`config.mk`:
```
export PLATFORM = sky130hd
export DESIGN_NAME = pad_bank_ctrl_flat
export DESIGN_NICKNAME = d
export VERILOG_FILES = /design/src/rtl/pad_bank_if.sv /design/src/rtl/pad_bank_ctrl.sv /design/src/flat_wrapper.sv
export SDC_FILE = /design/constraint.sdc
export NUM_CORES = 1
export LEC_CHECK = 0
export CORE_UTILIZATION = 49
export DETAILED_ROUTE_END_ITERATION = 12
export DONT_BUFFER_PORTS = 1
export PLACE_DENSITY_LB_ADDON = 0.08
export SYNTH_ARGS = -nofsm -noshare
export SYNTH_HDL_FRONTEND = slang
export SYNTH_SLANG_ARGS = --single-unit
```
`constraint.sdc`:
```
create_clock -name clk -period 3.7 [get_ports clk]
set_clock_uncertainty 0.15 [all_clocks]
set_input_delay 0.37 -clock clk [delete_from_list [all_inputs] [get_ports clk]]
set_output_delay 0.37 -clock clk [all_outputs]
set_load 0.03 [all_outputs]
```
`src/rtl/pad_bank_if.sv`:
```
// pad_bank_if: per-channel direction, data and pad signals for pad_bank_ctrl
interface pad_bank_if #(parameter int NCH = 5);
  logic [NCH-1:0] dir_req, dout, pad_c;
  logic [NCH-1:0] pad_i, pad_oen, dir_ack, busy, din, din_rise, din_fall;
  modport master(output dir_req, dout, pad_c,
                 input pad_i, pad_oen, dir_ack, busy, din, din_rise, din_fall);
  modport slave(input dir_req, dout, pad_c,
                output pad_i, pad_oen, dir_ack, busy, din, din_rise, din_fall);
endinterface

```
`src/rtl/pad_bank_ctrl.sv`:
```
// pad_bank_ctrl: per-channel bidirectional pad control with break-before-make turnaround
// and a synchronised, glitch-filtered receive path with edge pulses.
module pad_bank_ctrl #(
  parameter int NCH      = 5,
  parameter int TURN_CYC = 2,
  parameter int FILT_LEN = 4
) (
  input logic      clk,
  input logic      rst,
  pad_bank_if.slave bus
);
  localparam int TW = $clog2(TURN_CYC + 1);
  localparam int FW = $clog2(FILT_LEN + 1);
  typedef enum logic [1:0] {IN, TURN_OUT, OUT, TURN_IN} st_t;
  for (genvar g = 0; g < NCH; g++) begin : g_ch
    st_t st_q, st_d;
    logic [TW-1:0] tcnt_q, tcnt_d;
    logic [FW-1:0] fcnt_q, fcnt_d;
    logic sync1_q, sync2_q, din_q, din_d, pad_i_q, pad_i_d;
    logic rise_q, rise_d, fall_q, fall_d, tdone, dev, hit;
    always_comb begin
      tdone = tcnt_q == TW'(TURN_CYC - 1);
      st_d = st_q;
      case (st_q)
        IN:       st_d = bus.dir_req[g] ? TURN_OUT : IN;
        TURN_OUT: st_d = tdone ? OUT : TURN_OUT;
        OUT:      st_d = bus.dir_req[g] ? OUT : TURN_IN;
        default:  st_d = tdone ? IN : TURN_IN;
      endcase
      tcnt_d = (st_q == IN || st_q == OUT || tdone) ? '0 : tcnt_q + 1'b1;
      pad_i_d = st_d == OUT && bus.dout[g];
      dev = st_q == IN && sync2_q != din_q;
      hit = dev && fcnt_q == FW'(FILT_LEN - 1);
      fcnt_d = (dev && !hit) ? fcnt_q + 1'b1 : '0;
      din_d = hit ? sync2_q : din_q;
      rise_d = hit && sync2_q;
      fall_d = hit && !sync2_q;
    end
    // Async reset drops the state to IN at once, so pad_oen releases the pad without a clock.
    always_ff @(posedge clk or posedge rst) begin
      if (rst) begin
        st_q    <= IN;
        tcnt_q  <= '0;
        fcnt_q  <= '0;
        sync1_q <= 1'b0;
        sync2_q <= 1'b0;
        din_q   <= 1'b0;
        pad_i_q <= 1'b0;
        rise_q  <= 1'b0;
        fall_q  <= 1'b0;
      end else begin
        st_q    <= st_d;
        tcnt_q  <= tcnt_d;
        fcnt_q  <= fcnt_d;
        sync1_q <= bus.pad_c[g];
        sync2_q <= sync1_q;
        din_q   <= din_d;
        pad_i_q <= pad_i_d;
        rise_q  <= rise_d;
        fall_q  <= fall_d;
      end
    end
    assign bus.pad_i[g]    = pad_i_q;
    assign bus.pad_oen[g]  = st_q != OUT;
    assign bus.dir_ack[g]  = st_q == OUT;
    assign bus.busy[g]     = st_q == TURN_OUT || st_q == TURN_IN;
    assign bus.din[g]      = din_q;
    assign bus.din_rise[g] = rise_q;
    assign bus.din_fall[g] = fall_q;
  end
endmodule
```
`src/flat_wrapper.sv`:
```
// flat-port wrapper written by rule: the top's interface ports become plain ports
module pad_bank_ctrl_flat 
#(
  parameter int NCH      = 5,
  parameter int TURN_CYC = 2,
  parameter int FILT_LEN = 4
)
  (clk, rst, bus_dir_req, bus_dout, bus_pad_c, bus_pad_i, bus_pad_oen, bus_dir_ack, bus_busy, bus_din, bus_din_rise, bus_din_fall);
  pad_bank_if #(.NCH(NCH)) bus_i ();
  input logic clk;
  input logic rst;
  input wire logic [$bits(bus_i.dir_req)-1:0] bus_dir_req;
  input wire logic [$bits(bus_i.dout)-1:0] bus_dout;
  input wire logic [$bits(bus_i.pad_c)-1:0] bus_pad_c;
  output wire logic [$bits(bus_i.pad_i)-1:0] bus_pad_i;
  output wire logic [$bits(bus_i.pad_oen)-1:0] bus_pad_oen;
  output wire logic [$bits(bus_i.dir_ack)-1:0] bus_dir_ack;
  output wire logic [$bits(bus_i.busy)-1:0] bus_busy;
  output wire logic [$bits(bus_i.din)-1:0] bus_din;
  output wire logic [$bits(bus_i.din_rise)-1:0] bus_din_rise;
  output wire logic [$bits(bus_i.din_fall)-1:0] bus_din_fall;
  assign bus_i.dir_req = bus_dir_req;
  assign bus_i.dout = bus_dout;
  assign bus_i.pad_c = bus_pad_c;
  assign bus_pad_i = bus_i.pad_i;
  assign bus_pad_oen = bus_i.pad_oen;
  assign bus_dir_ack = bus_i.dir_ack;
  assign bus_busy = bus_i.busy;
  assign bus_din = bus_i.din;
  assign bus_din_rise = bus_i.din_rise;
  assign bus_din_fall = bus_i.din_fall;
  pad_bank_ctrl #(.NCH(NCH), .TURN_CYC(TURN_CYC), .FILT_LEN(FILT_LEN)) u_core (.clk(clk), .rst(rst), .bus(bus_i));
endmodule
```
### Word level (Yosys, flattened, before mapping)

Index checks and enable logic that the tools add are counted.

| storage, ports and cells | value |
|---|---|
| input port bits | 17 |
| register bits | 65 |
| output and inout port bits | 35 |

| cells by class | value |
|---|---|
| $add $sub $neg | 10 |
| reduce and logical (&&, ||, !) cells | 60 |
| eq/ne operators | 40 |
| muxes and demuxes | 35 |

Operator list:

| operator | number |
|---|---|
| equality test 2 bit, second input constant | 15 |
| logical AND 1 bit | 30 |
| two-way mux 2 bit | 15 |
| one-hot mux 2 bit (3 select lines) | 5 |
| equality test 2 x 1 -> 1 bit, second input constant | 10 |
| adder 3 x 1 -> 3 bit, second input constant | 5 |
| equality test 3 x 2 -> 1 bit, second input constant | 5 |
| logical OR 1 bit | 15 |
| two-way mux 3 bit | 5 |
| adder 2 x 1 -> 2 bit, second input constant | 5 |
| zero test 1 bit | 10 |
| zero test 2 bit | 5 |
| two-way mux 1 bit | 10 |
| inequality test 2 bit, second input constant | 5 |
| inequality test 1 bit | 5 |

### Longest topological paths before layout

| depth | value |
|---|---|
| depth in word-level cells | 6 |
| depth in mapped cells | 4 |

### Worst setup path after synthesis

Ideal clock, no wire load.

| timing | value |
|---|---|
| path kind | register to register |
| start | reg u_core.g_ch[4].fcnt_q[0] |
| end | reg u_core.g_ch[4].din_q |
| stages on the path, launching flop included | 5 |
| slack | 2.088 ns |
| data arrival time | 1.337 ns |
| path through | dfrtp_1 ha_1 ha_1 or3b_4 mux2_4 |

| between the ends | value |
|---|---|
| cells in the longest elaborated chain, start to end | 2 |

RTL lines:

| what | line | text |
|---|---|---|
| start, declared | pad_bank_ctrl.sv:18 | `logic [FW-1:0] fcnt_q, fcnt_d;` |
| start signal, assigned | pad_bank_ctrl.sv:54 | `fcnt_q <= fcnt_d;` |
| equality test 3 x 2 -> 1 bit | pad_bank_ctrl.sv:33 | `hit = dev && fcnt_q == FW'(FILT_LEN - 1);` |
| logical AND 1 bit | pad_bank_ctrl.sv:33 |  |
| end signal, assigned | pad_bank_ctrl.sv:57 | `din_q <= din_d;` |
| end, declared | pad_bank_ctrl.sv:19 | `logic sync1_q, sync2_q, din_q, din_d, pad_i_q, pad_i_d;` |

Every way passes these cells.
A chain may end at the register's enable or synchronous reset.

### Worst setup path after layout

| timing | value |
|---|---|
| start | reg u_core.g_ch[3].st_q[0] |
| end | out bus_dir_ack[3] |

| between the ends | value |
|---|---|
| cells in the longest elaborated chain, start to end | 1 |

RTL lines:

| what | line | text |
|---|---|---|
| start, declared | pad_bank_ctrl.sv:16 | `st_t st_q, st_d;` |
| start signal, assigned | pad_bank_ctrl.sv:52 | `st_q <= st_d;` |
| equality test 2 bit | pad_bank_ctrl.sv:65 | `assign bus.dir_ack[g] = st_q == OUT;` |
| end, declared | flat_wrapper.sv:17 | `output wire logic [$bits(bus_i.dir_ack)-1:0] bus_dir_ack;` |

Every way passes these cells.

==> flow_summary.json <==
{
  "holdCritPathClass": "in2reg",
  "syn_inst": 229,
  "finalMaxSlewViolations": 0,
  "p_total_mw": 2.135,
  "hold_violations": 0,
  "synthesis.area_mm2": 0.002878,
  "vias": 1491,
  "antenna_found_initial": 0,
  "leakagePower_nw": 1.421,
  "setup_slack_ns": 1.555,
  "nets": 254,
  "firstDrtPassIters": 3,
  "post_drt_wl_per_cell_um": 13.42,
  "avgViaCountPerCell": 5.037,
  "rsz0062_at_grt": "false",
  "setup.worst_path.class": "reg2out",
  "maxCapViolations": 0,
  "synth.area.top_cells": "dfrtp_1 (57%), ha_1 (7.8%), buf_4 (5.2%), nor3b_1 (3.4%), xnor2_1 (3.0%)",
  "hpwl_um": 2733,
  "insertion_delay_ns": 0.33,
  "ant_nets": 0,
  "cts_tree": "built",
  "synth_top_area_share_pct": 56.52,
  "power.switching_uw": 762.1,
  "synth_edf_count": 0,
  "whs_path_depth": 1,
  "fin_cells": 296,
  "final_common_cell": "dfrtp_1",
  "cts_sinks": 65,
  "crit_path_max_fanout": 10,
  "ys_ff_latch": 65,
  "timing.hold.ws_ns": 0.03123,
  "grt_remaining_overflow": 0,
  "r2r_slack_ns": 2.00,
  "diodes": 0,
  "fmax_ghz": 0.4662,
  "reg2reg_to": "u_core.g_ch[4].din_q$_DFFE_PP0P_",
  "hold_end": "u_core.g_ch[2].pad_i_q$_DFF_PP0_",
  "status": "completed",
  "port_buffers": 0,
  "clk_pin_slew_ns": 0.07,
  "area_delta_synth_final_pct": 5.000,
  "num_rows": 27,
  "cts.repair.resized": 0,
  "ir_drop_v": 0.0004760,
  "grt_pass1_wl_um": 7058,
  "clockBufferDepth": 2,
  "htree_num_levels": 3,
  "period_minus_slack_ns": 2.145,
  "dieArea_mm2": 0.006183,
  "setup_viol": 0,
  "reg2regPathDepth": 4,
  "place.gp.congestion": 0.6823,
  "drc": 0,
  "fp.dieH_um": 78.64,
  "drive_gt1_share_pct": 13.84,
  "pwr-share-comb_pct": 23.3,
  "grt_max_degree": 43,
  "boundaryPins": 52,
  "ys_seq_area_share_pct": 56.52,
  "slew-limit-headroom_pct": 44.87,
  "p_seq_share_pct": 50.2,
  "tns_ns": 0,
  "numCtsBuffers": 9,
  "syn_avg_cell_area_um2": 12.57,
  "cts_root_buffer": "clkbuf_8",
  "holdCritStartpoint": "bus_dout[2]",
  "place_ws_ns": 1.905,
  "clkPwrFrac_pct": 26.5,
  "synthArstFlopShare_pct": 100.0,
  "p_sw_share_pct": 35.70,
  "tightest_slew_ns": 0.8257,
  "synth_cell_types": 30,
  "p_per_area_mw_per_mm2": 706.4,
  "drt_wl_total_um": 3971,
  "drt_iter0_drc": 47,
  "yosysTopAreaCell": "dfrtp_1",
  "reg2reg_from": "u_core.g_ch[4].fcnt_q[0]$_DFF_PP0_",
  "arrival_ns": 1.63,
  "placedCellCount": 274,
  "grt.total_usage_pct": 15.45,
  "die_w_um": 78.64,
  "n_fill_cell": 487,
  "end_kind": "primary output",
  "synth_warnings": 0,
  "syn_nets": 264,
  "internal_power_mw": 1.372,
  "fp.coreArea_mm2": 0.005574,
  "dominantRegCellSynth": "dfrtp_1",
  "layout_common_cells": "dfrtp_1 (65), ha_1 (18), inv_1 (15)",
  "start_kind": "flop",
  "initial_core_util_pct": 51.63,
  "grt_pass1_vias": 1608,
  "fin_crit_sh_pct": 57.98,
  "cp.required_ns": 3.18
}
## cells in the mapped netlist (5+ instances only)
cell and instances:
nor3_1 6, ha_1 18, or3b_4 5, dfrtp_1 65, nand2b_1 7, buf_4 20
nor2_1 10, nor3b_1 13, inv_1 16, mux2_4 5, xnor2_1 10, nand3b_1 7
a21boi_0 5
## sequential cells by signal (all words and copies together), names as in the netlist
signal,cells
u_core.g_ch.fcnt_q,15
u_core.g_ch.st_q,10
u_core.g_ch.tcnt_q,10
u_core.g_ch.din_q,5
u_core.g_ch.fall_q,5
u_core.g_ch.pad_i_q,5
u_core.g_ch.rise_q,5
u_core.g_ch.sync1_q,5
u_core.g_ch.sync2_q,5
## how the worst max path moves through the flow
stage | startpoint | slack (ns) | cells after the start | to
2_1_floorplan | rst | 1.55 | 1 | u_core.g_ch[0].din_q$_DFFE_PP0P_
6_report | u_core.g_ch[3].st_q[0]$_DFF_PP0_ | 1.55 | 2 | bus_dir_ack[3]
3_5_place_dp | u_core.g_ch[3].st_q[0]$_DFF_PP0_ | 1.91 | 2 | bus_dir_ack[3]
4_1_cts | u_core.g_ch[3].st_q[0]$_DFF_PP0_ | 1.53 | 2 | bus_dir_ack[3]
5_1_grt | u_core.g_ch[0].st_q[0]$_DFF_PP0_ | 1.45 | 2 | bus_dir_ack[0]
3_3_place_gp | u_core.g_ch[4].st_q[0]$_DFF_PP0_ | 1.93 | 2 | bus_dir_ack[4]
## cell type report
| class | count | area [µm²] | share of cell area [%] |
|---|---|---|---|
| flip-flops and latches | 65 | 1627 | 53.83 |
| repair buffers | 7 | 67.56 | 2.236 |
| clock buffers | 14 | 182.7 | 6.046 |
| multi-input cells | 120 | 984.7 | 32.59 |
| inverters | 16 | 60.06 | 1.988 |
| well taps | 72 | 90.09 | 2.981 |
| clock inverters | 2 | 10.01 | 0.3313 |
## critical path, stage by stage, from the launching register on
cell	delay, ns
dfrtp_1	0.66
nand2b_1	0.39
inv_1	0.24
## metal layers
layer | vias up | global-route usage [%] | wire length, µm
met3 | 6 | 6.163 | 243
met5 | - | 0 | 0
met1 | 732 | 16.60 | 1710
met4 | 0 | 8.889 | 75
met2 | 34 | 25.65 | 1942
li1 | 719 | - | -
## repair_timing
action | CTS | global route
hold endpoints to repair | 46 | 0
hold buffers | 6 | 0
buffers inserted | 0 | 0
## through the flow
| stage | util, % | instance area (µm²) |
|---|---|---|
| 4_1_cts | 54.21 | 3022 |
| 3_3_place_gp | 49.67 | 2769 |
| 3_5_place_dp | 49.67 | 2769 |
| 2_1_floorplan | - | 2878 |
| 6_report | 54.21 | 3022 |
| 5_1_grt | 54.21 | 3022 |
## logic make-up after synthesis
logic type                 synth area share [%]
AOI/OAI and AO/OA                         3.261
xor gates and xnor gates                  3.652
adders and majority gates                 7.826
and+or+nand+nor                           15.83
muxes                                     3.652
DFF                                       56.52
buffers and inverters                     9.261
## power by group through the flow
stage / logic [mW] / registers, mW / clock network [mW]
final: 0.497 / 1.07 / 0.566
after global routing: 0.574 / 1.10 / 0.618
after CTS: 0.504 / 1.07 / 0.584
after detailed placement: 0.496 / 1.09 / 0
after global placement: 0.476 / 1.07 / 0
after floorplan: 0.601 / 0.948 / 0
(Power assumes the default switching activity.)
